[src/rtl/cby_cfg_param.sv]
// ---------------------------------------------------------------------------
// cby_cfg_param
// Y-channel connection block with a double-buffered mux configuration.
//
// Vertical tracks pass straight through (bottom <-> top). Each of the
// 2*N_IPIN grid input pins is driven by an MUX_M-input mux that taps
// MUX_M/2 tracks, taking both the bottom and the top copy of each track.
// Select codes are loaded into shadow registers through a valid/ready
// command port. A commit copies every shadow select into the active
// registers in one edge, so the routing never shows a half-loaded state.
//
// Ports
//   prog_clk          configuration clock, rising edge
//   prog_rst_n        asynchronous active-low reset
//   chany_bottom_in   tracks entering from the bottom
//   chany_top_in      tracks entering from the top
//   chany_bottom_out  copy of chany_top_in
//   chany_top_out     copy of chany_bottom_in
//   grid_right_out    pins g = 0 .. N_IPIN-1
//   grid_left_out     pins g = N_IPIN .. 2*N_IPIN-1
//   cfg_valid/ready   command handshake, accepted when both are high
//   cfg_op            00 write shadow, 01 read shadow, 10 read active, 11 commit
//   cfg_addr          pin index g
//   cfg_wdata         select code for writes
//   cfg_rvalid        one-cycle read response strobe
//   cfg_rdata         read response data
//   cfg_err           sticky error (bad address or bad select code)
//   cfg_configured    high once the first commit has completed
//   commit_count      completed commits, wraps 255 -> 0
//
// state     | meaning
// ----------+-------------------------------------------------------------
// ST_IDLE   | ready for commands; writes and reads finish here
// ST_COMMIT | one busy cycle; active <= shadow at the end of it
// ---------------------------------------------------------------------------
module cby_cfg_param #(
    parameter int CHAN_W = 20,
    parameter int N_IPIN = 10,
    parameter int MUX_M  = 8,
    parameter int SEL_W  = $clog2(MUX_M),
    parameter int ADDR_W = $clog2(2*N_IPIN)
) (
    input  logic              prog_clk,
    input  logic              prog_rst_n,
    input  logic [CHAN_W-1:0] chany_bottom_in,
    input  logic [CHAN_W-1:0] chany_top_in,
    output logic [CHAN_W-1:0] chany_bottom_out,
    output logic [CHAN_W-1:0] chany_top_out,
    output logic [N_IPIN-1:0] grid_right_out,
    output logic [N_IPIN-1:0] grid_left_out,
    input  logic              cfg_valid,
    output logic              cfg_ready,
    input  logic [1:0]        cfg_op,
    input  logic [ADDR_W-1:0] cfg_addr,
    input  logic [SEL_W-1:0]  cfg_wdata,
    output logic              cfg_rvalid,
    output logic [SEL_W-1:0]  cfg_rdata,
    output logic              cfg_err,
    output logic              cfg_configured,
    output logic [7:0]        commit_count
);

    localparam int N_PINS = 2*N_IPIN;
    localparam int N_TAPS = MUX_M/2;
    localparam int STRIDE = CHAN_W/N_TAPS;

    localparam logic [1:0] OP_WR     = 2'b00;
    localparam logic [1:0] OP_RD_SH  = 2'b01;
    localparam logic [1:0] OP_RD_ACT = 2'b10;

    typedef enum logic {
        ST_IDLE   = 1'b0,
        ST_COMMIT = 1'b1
    } state_t;

    state_t           r_state;
    logic [SEL_W-1:0] r_shadow [N_PINS];
    logic [SEL_W-1:0] r_active [N_PINS];
    logic             r_ready;
    logic             r_rvalid;
    logic [SEL_W-1:0] r_rdata;
    logic             r_err;
    logic             r_configured;
    logic [7:0]       r_commit_count;

    logic              w_accept;
    logic              w_addr_ok;
    logic              w_wdata_ok;
    logic [N_PINS-1:0] w_pin;

    assign w_accept  = cfg_valid & r_ready;
    assign w_addr_ok = (32'(cfg_addr) < N_PINS);

    // A select code can only be out of range when MUX_M does not fill the
    // whole SEL_W code space.
    generate
        if ((1 << SEL_W) == MUX_M) begin : g_sel_full
            assign w_wdata_ok = 1'b1;
        end else begin : g_sel_partial
            assign w_wdata_ok = (32'(cfg_wdata) < MUX_M);
        end
    endgenerate

    always_ff @(posedge prog_clk or negedge prog_rst_n) begin
        if (!prog_rst_n) begin
            r_state        <= ST_IDLE;
            r_ready        <= 1'b1;
            r_rvalid       <= 1'b0;
            r_rdata        <= '0;
            r_err          <= 1'b0;
            r_configured   <= 1'b0;
            r_commit_count <= '0;
            for (int g = 0; g < N_PINS; g++) begin
                r_shadow[g] <= '0;
                r_active[g] <= '0;
            end
        end else begin
            r_rvalid <= 1'b0;
            case (r_state)
                ST_IDLE: begin
                    if (w_accept) begin
                        case (cfg_op)
                            OP_WR: begin
                                if (w_addr_ok && w_wdata_ok) begin
                                    r_shadow[cfg_addr] <= cfg_wdata;
                                end else begin
                                    r_err <= 1'b1;
                                end
                            end
                            OP_RD_SH: begin
                                r_rvalid <= 1'b1;
                                r_rdata  <= w_addr_ok ? r_shadow[cfg_addr] : '0;
                                if (!w_addr_ok) begin
                                    r_err <= 1'b1;
                                end
                            end
                            OP_RD_ACT: begin
                                r_rvalid <= 1'b1;
                                r_rdata  <= w_addr_ok ? r_active[cfg_addr] : '0;
                                if (!w_addr_ok) begin
                                    r_err <= 1'b1;
                                end
                            end
                            default: begin
                                r_state <= ST_COMMIT;
                                r_ready <= 1'b0;
                            end
                        endcase
                    end
                end
                default: begin
                    for (int g = 0; g < N_PINS; g++) begin
                        r_active[g] <= r_shadow[g];
                    end
                    r_configured   <= 1'b1;
                    r_commit_count <= r_commit_count + 8'd1;
                    r_state        <= ST_IDLE;
                    r_ready        <= 1'b1;
                end
            endcase
        end
    end

    // Mux input 2t is the bottom copy and 2t+1 the top copy of tap t; taps
    // are spread evenly around the channel starting at the pin's own index.
    generate
        for (genvar g = 0; g < N_PINS; g++) begin : g_pin
            logic [MUX_M-1:0] w_in;
            for (genvar t = 0; t < N_TAPS; t++) begin : g_tap
                localparam int TRK = (g + t*STRIDE) % CHAN_W;
                assign w_in[2*t]   = chany_bottom_in[TRK];
                assign w_in[2*t+1] = chany_top_in[TRK];
            end
            assign w_pin[g] = r_configured & w_in[r_active[g]];
        end
    endgenerate

    assign chany_bottom_out = chany_top_in;
    assign chany_top_out    = chany_bottom_in;
    assign grid_right_out   = w_pin[N_IPIN-1:0];
    assign grid_left_out    = w_pin[N_PINS-1:N_IPIN];

    assign cfg_ready      = r_ready;
    assign cfg_rvalid     = r_rvalid;
    assign cfg_rdata      = r_rdata;
    assign cfg_err        = r_err;
    assign cfg_configured = r_configured;
    assign commit_count   = r_commit_count;

endmodule

[config.mk]
export PLATFORM = sky130hd
export DESIGN_NAME = cby_cfg_param
export DESIGN_NICKNAME = d
export VERILOG_FILES = /design/src/rtl/cby_cfg_param.sv
export SDC_FILE = /design/constraint.sdc
export NUM_CORES = 1
export LEC_CHECK = 0
export ABC_CLOCK_PERIOD_IN_PS = 2580
export CELL_PAD_IN_SITES_DETAIL_PLACEMENT = 1
export CELL_PAD_IN_SITES_GLOBAL_PLACEMENT = 1
export CORE_AREA = 2 2 132 134
export CTS_CLUSTER_DIAMETER = 30
export CTS_CLUSTER_SIZE = 24
export DETAILED_ROUTE_END_ITERATION = 8
export DIE_AREA = 0 0 134 136
export GPL_ROUTABILITY_DRIVEN = 1
export GPL_TIMING_DRIVEN = 0
export PLACE_DENSITY_LB_ADDON = 0.1
export SLEW_MARGIN = 25
export SYNTH_ARGS = -nofsm -noshare
export SYNTH_HDL_FRONTEND = slang
export SYNTH_SLANG_ARGS = --single-unit
[constraint.sdc]
create_clock -name prog_clk -period 2.58 [get_ports prog_clk]
set_input_delay 0.258 -clock prog_clk [delete_from_list [all_inputs] [get_ports prog_clk]]
set_output_delay 0.258 -clock prog_clk [all_outputs]
set_load 0.01 [all_outputs]
======== After elaboration in Yosys (flattened, before gate mapping) ========
Cells that the tools add are included.
cells by class
  $add $sub $neg .......................... 1
  $mul .................................... 0
  div/mod/pow operators ................... 0
  $lt $le $gt $ge ......................... 23
  equal/unequal tests ..................... 3
  shifts and indexed selects .............. 0
  multiplexer cells ....................... 61
  bitwise gates (word level) .............. 24
  reduce and logical (&&, ||, !) cells .... 10
operators with widths
  operator               number
  $lt A3 B4 Y1 const B   20
  $bmux W1 S3            20
  $bwmux W60             1
  $bmux W3 S5            2
  $mux W1                29
  $and A1 B1 Y1          21
  $mux W3                7
  $demux W3 S5           1
  $add A8 B1 Y8 const B  1
  $reduce_and A4 Y1      2
  $ge A6 B6 Y1 const B   1
  $lt A6 B1 Y1 const B   1
  $not A5 Y6             1
  $pmux W3 S2            1
  $lt A5 B5 Y1 const B   1
  $reduce_bool A2 Y1     2
  $reduce_and A3 Y1      1
  $reduce_or A3 Y1       1
  $eq A2 B1 Y1 const B   1
  $eq A2 B2 Y1 const B   1
  $logic_not A2 Y1       1
  $ne A2 B1 Y1 const B   1
  $not A1 Y1             2
  $reduce_and A2 Y1      1
  2 further kinds        2
word-level totals
  bits in registers ....................... 136
  latch bits .............................. 0
  RAM bits ................................ 0
  ROM bits ................................ 0
  input bits .............................. 53
  output and inout port bits .............. 75
  logic and storage cells ................. 169
  memories kept ........................... 0

======== Logic depth before layout (Yosys ltp) ========
  depth after elaboration ................. 6
  gate-level depth with buffers ........... 7

======== Least setup slack after synthesis ========
OpenSTA, ideal clock, no wires.
  path kind ............................... flip-flop to flip-flop
  start point ............................. reg r_ready, in the netlist cfg_ready
  end point ............................... reg r_shadow[12] (netlist bit)
  data arrival time ....................... 1.632 ns
  path slack .............................. 0.824 ns
  cell stages (with the launch flop) ...... 6
  cells stage by stage .................... dfstp_2 -> and3b_2 -> and3_1 -> nand3_1 -> nor2_1 -> mux2_2
between the ends
  word-level cells in the longest chain between the ends .. 2
ends and longest elaborated chain
  item                           RTL line  source
  start, declared                79        logic r_ready;
  start signal, assigned         107       r_ready <= 1'b1;
  start signal, assigned         146       r_ready <= 1'b0;
  start signal, assigned         158       r_ready <= 1'b1;
  $and A1 B1 Y1                  91        assign w_accept = cfg_valid & r_ready;
  $reduce_and A4 Y1 (no line)    --
  end signal, assigned by index  125       r_shadow[cfg_addr] <= cfg_wdata;
  end, declared                  77        logic [SEL_W-1:0] r_shadow [N_PINS];
No other way between the ends.
A chain may end at the register's enable or synchronous reset.

======== Final worst setup path ========
  start point ............................. reg r_active[24] (netlist bit)
  end point ............................... out grid_left_out[1]
between the ends
  word-level cells in the longest chain between the ends .. 3
ends and longest elaborated chain
  item                             RTL line  source
  start, declared                  78        logic [SEL_W-1:0] r_active [N_PINS];
  start signal, assigned by index  153       r_active[g] <= r_shadow[g];
  $bmux W1 S3                      174       assign w_pin[g] = r_configured & w_in[r_active[g]];
  $mux W1 (not written as such)    174
  $and A1 B1 Y1                    174
  end, declared                    50        output logic [N_IPIN-1:0] grid_left_out,
No other way between the ends. The select of a mux whose other input is x is not followed.

==> results by group <==
Outcome
  – Status: completed

Power
  – Pwr per Cell Area: 649 mW/mm2
  – Internal: 4.60 mW
  – Clk pwr share: 38.5%
  – Seq pwr share: 39.5%
  – Sw frac: 29.5%
  – Leak Pwr: 4.40 nW
  – Switching power: 1.92 mW
  – Peak supply drop: 0.468 mV
  – Comb pwr share: 22.0%

Logic synthesis
  – Async SR Flop Fraction: 100%
  – Post-synth top area share: 42.9%
  – Yosys cell types: 48
  – Post-synth top flop: dfrtp_1
  – Area leader, netlist: dfrtp_1
  – Yosys reg bits: 136
  – EDFF count, synth: 0
  – Mapped Cells: 588
  – Post-synthesis sequential area ratio: 43.3%
  – Syn Nets: 645
  – Cell area after synthesis: 0.00787 mm2
  – Avg Synthesized Cell Area: 13.4 um2
  – Top cells by area, synth: dfrtp_1 43%, mux2_2 18%, mux4_2 13%, mux2i_1 8.3%, buf_4 4.6%
  – Ys Warns: 0

Setup path
  – R2r worst-path depth: 6
  – Crit path required time: 2.32 ns
  – Crit path launch: r_active[24]
  – CP endpoint: grid_left_out[1]
  – R2r endpoint: r_shadow[48]
  – Worst-path maximum fanout: 4
  – CP Class: flip-flop to output port
  – Reg2reg setup slack: 0.28 ns
  – CP endpoint kind: output port
  – CP Data Arrival Time: 2.20 ns
  – Crit path launch type: flip-flop
  – Crit Reg-Reg Startpoint: r_state

Die
  – Die X-Extent: 134 um
  – Die ar.: 0.0182 mm2
  – Initial Util: 46.6%
  – Core Area: 0.0169 mm2
  – I/O Pins: 128
  – Standard-cell rows: 48
  – Die height: 136 um

Route
  – Vias per inst: 6.05
  – First drt pass iteration count: 5
  – Vias: 5875
  – Post-DR wirelength/cell: 28.7 um
  – Routed Antenna Nets: 0
  – DRC errors left: 0
  – WL final: 27900 um
  – Initial drt markers: 380

GRT
  – GR Overflow Total: 0
  – Vias in the first global route: 6191
  – Initial antenna violation count: 0
  – First-pass GRT wire length: 41100 um
  – Largest net degree at the start of global routing: 83
  – Tot GR Track Use: 31.6%

Timing
  – Max Clk Rate: 0.407 GHz
  – PnR worst setup slack: 0.124 ns
  – Relative slew slack: 39.1%
  – Max-slew violation count: 0
  – Setup Skew: 0.0103 ns
  – Final setup vio count: 0
  – Hold Vio Cnt, Final: 0
  – Worst-margin pin slew: 0.913 ns
  – Time the worst path needs with I/O delays and setup: 2.46 ns
  – RSZ-0062 raised after global routing: no
  – Crit share post-route: 95.2%

Final layout
  – ANT cells: 0
  – Commonest non-fill, non-tap cell in the layout: dfrtp_1
  – Most frequent cells in the layout: 134 x dfrtp_1, 124 x mux2_2, 123 x clkdlybuf4s50_1, 65 x mux2i_1, 48 x buf_4
  – Non-filler cells, final: 971
  – Proportion of layout cells with a drive suffix above 1: 36.3%
  – Final core occ: 59.5%
  – # nets final: 790
  – Multi-input gate area: 0.00398 mm2
  – Area Growth Syn to Fin: 27.6%
  – Final std cell area, no fill: 0.0100 mm2
  – Filler instances: 1689
  – Sequential cell area: 0.00341 mm2

Worst hold path
  – Hold WC Path Type: primary input to async pin

Clock tree
  – Post-CTS Setup Inserts: 0
  – CTS buffer count: 17
  – CTS clk-pin slew, worst paths: 0.06 ns
  – Clock root cell: clkbuf_16
  – H-tree depth: 4
  – Clk_lat worst skew: 0.43 ns
  – CTS tree: yes
  – Clk sinks: 136
  – Bufs on Longest Clock Path: 2

Placed design
  – Post-DP HPWL: 20800 um
  – Placer Congestion: 0.971
  – Inst Count DP: 938
  – IO buf count: 124
  – Cell Area, Placed: 0.00943 mm2
  – DP Worst Slack: -0.192 ns

Flow run
  – Max-Cap Viols: 0
[through the flow]
step	hold slack, ns	power [mW]	setup TNS (ns)
2_1_floorplan	-0.0376	3.27	0
3_3_place_gp	0.441	3.96	-526.97
3_5_place_dp	0.208	4.03	-2.30
4_1_cts	0.350	6.54	0
5_1_grt	0.353	6.75	0
6_report	0.326	6.52	0
[kinds of logic after synthesis]
logic type / Yosys count / share of synthesized area (%)
flops: 136 / 43.3
xor+xnor: 7 / 0.779
buf+inv: 75 / 6.15
simple gates: 94 / 6.63
mux: 236 / 39.5
fa+ha+maj: 4 / 0.636
compound gates: 36 / 3.08
[metal layers]
| layer | part of all wire, % | up-vias | global-route usage (%) |
|---|---|---|---|
| met5 | 0 | - | 0 |
| met4 | 2.0 | 0 | 8.87 |
| met3 | 5.7 | 34 | 5.29 |
| met2 | 51 | 245 | 52.7 |
| met1 | 42 | 3132 | 42.9 |
| li1 | - | 2464 | - |
[state kept, by name, summed over array words and instances, names as in the netlist]
name,cells
cfg_configured,1
cfg_err,1
cfg_rdata,3
cfg_ready,1
cfg_rvalid,1
commit_count,8
r_active,60
r_shadow,60
r_state,1
[cell usage after synthesis, types with 2 or more instances]
cell type and count:
nand4_1 2, mux2_2 124, nor4_1 2, a221oi_1 2, inv_1 4, mux4_2 47
nand2_1 21, or3b_1 3, nand3_1 5, o21ai_0 4, buf_1 2, o22ai_1 17
buf_2 6, dfrtp_1 135, nor3_4 2, mux2i_1 65, a22oi_1 2, nor2b_1 20
buf_4 48, and2_1 2, xnor2_1 4, nor2_1 16, nor3_1 9, and3_1 2
xor2_1 3, nor3b_1 3, ha_1 4, clkbuf_1 13, buf_6 2
[critical path, cell delays in order, from the launching register on]
cell and delay [ns]:
dfrtp_1 0.51, mux4_2 0.55, mux2i_1 0.17, nor2b_1 0.07, clkdlybuf4s50_1 0.48
[how the worst min path moves through the flow]
stage	endpoint	slack, ns	cells past startpoint	from
after floorplan	cfg_configured	-0.04	0	prog_rst_n
after global placement	cfg_err	0.44	1	cfg_err
after detailed placement	r_active[53]	0.21	1	prog_rst_n
after CTS	r_active[53]	0.35	2	prog_rst_n
after global routing	r_active[50]	0.35	2	prog_rst_n
final	r_active[53]	0.33	2	prog_rst_n
[cell type report]
class	count	share of cell area, %
inverters	4	0.150
well taps	225	2.80
flip-flops and latches	136	33.9
clock buffers	18	4.37
clock inverters	14	1.61
plain buffers	71	4.69
repair buffers	126	12.8
multi-input cells	377	39.7
[power groups by stage]
stage                     Clock [mW]  Sequential, mW  Combinational, mW
after floorplan                    0            2.53              0.734
after global placement             0            2.59               1.37
after detailed placement           0            2.61               1.42
after CTS                       2.53            2.57               1.44
after global routing            2.62            2.60               1.52
final                           2.51            2.57               1.43
[timing repair]
action	in CTS	in global routing
resized for setup	0	3
setup endpoints to repair	0	3
hold endpoints to repair	54	0
hold buffers	1	0
Power figures use the tool's default switching activity.
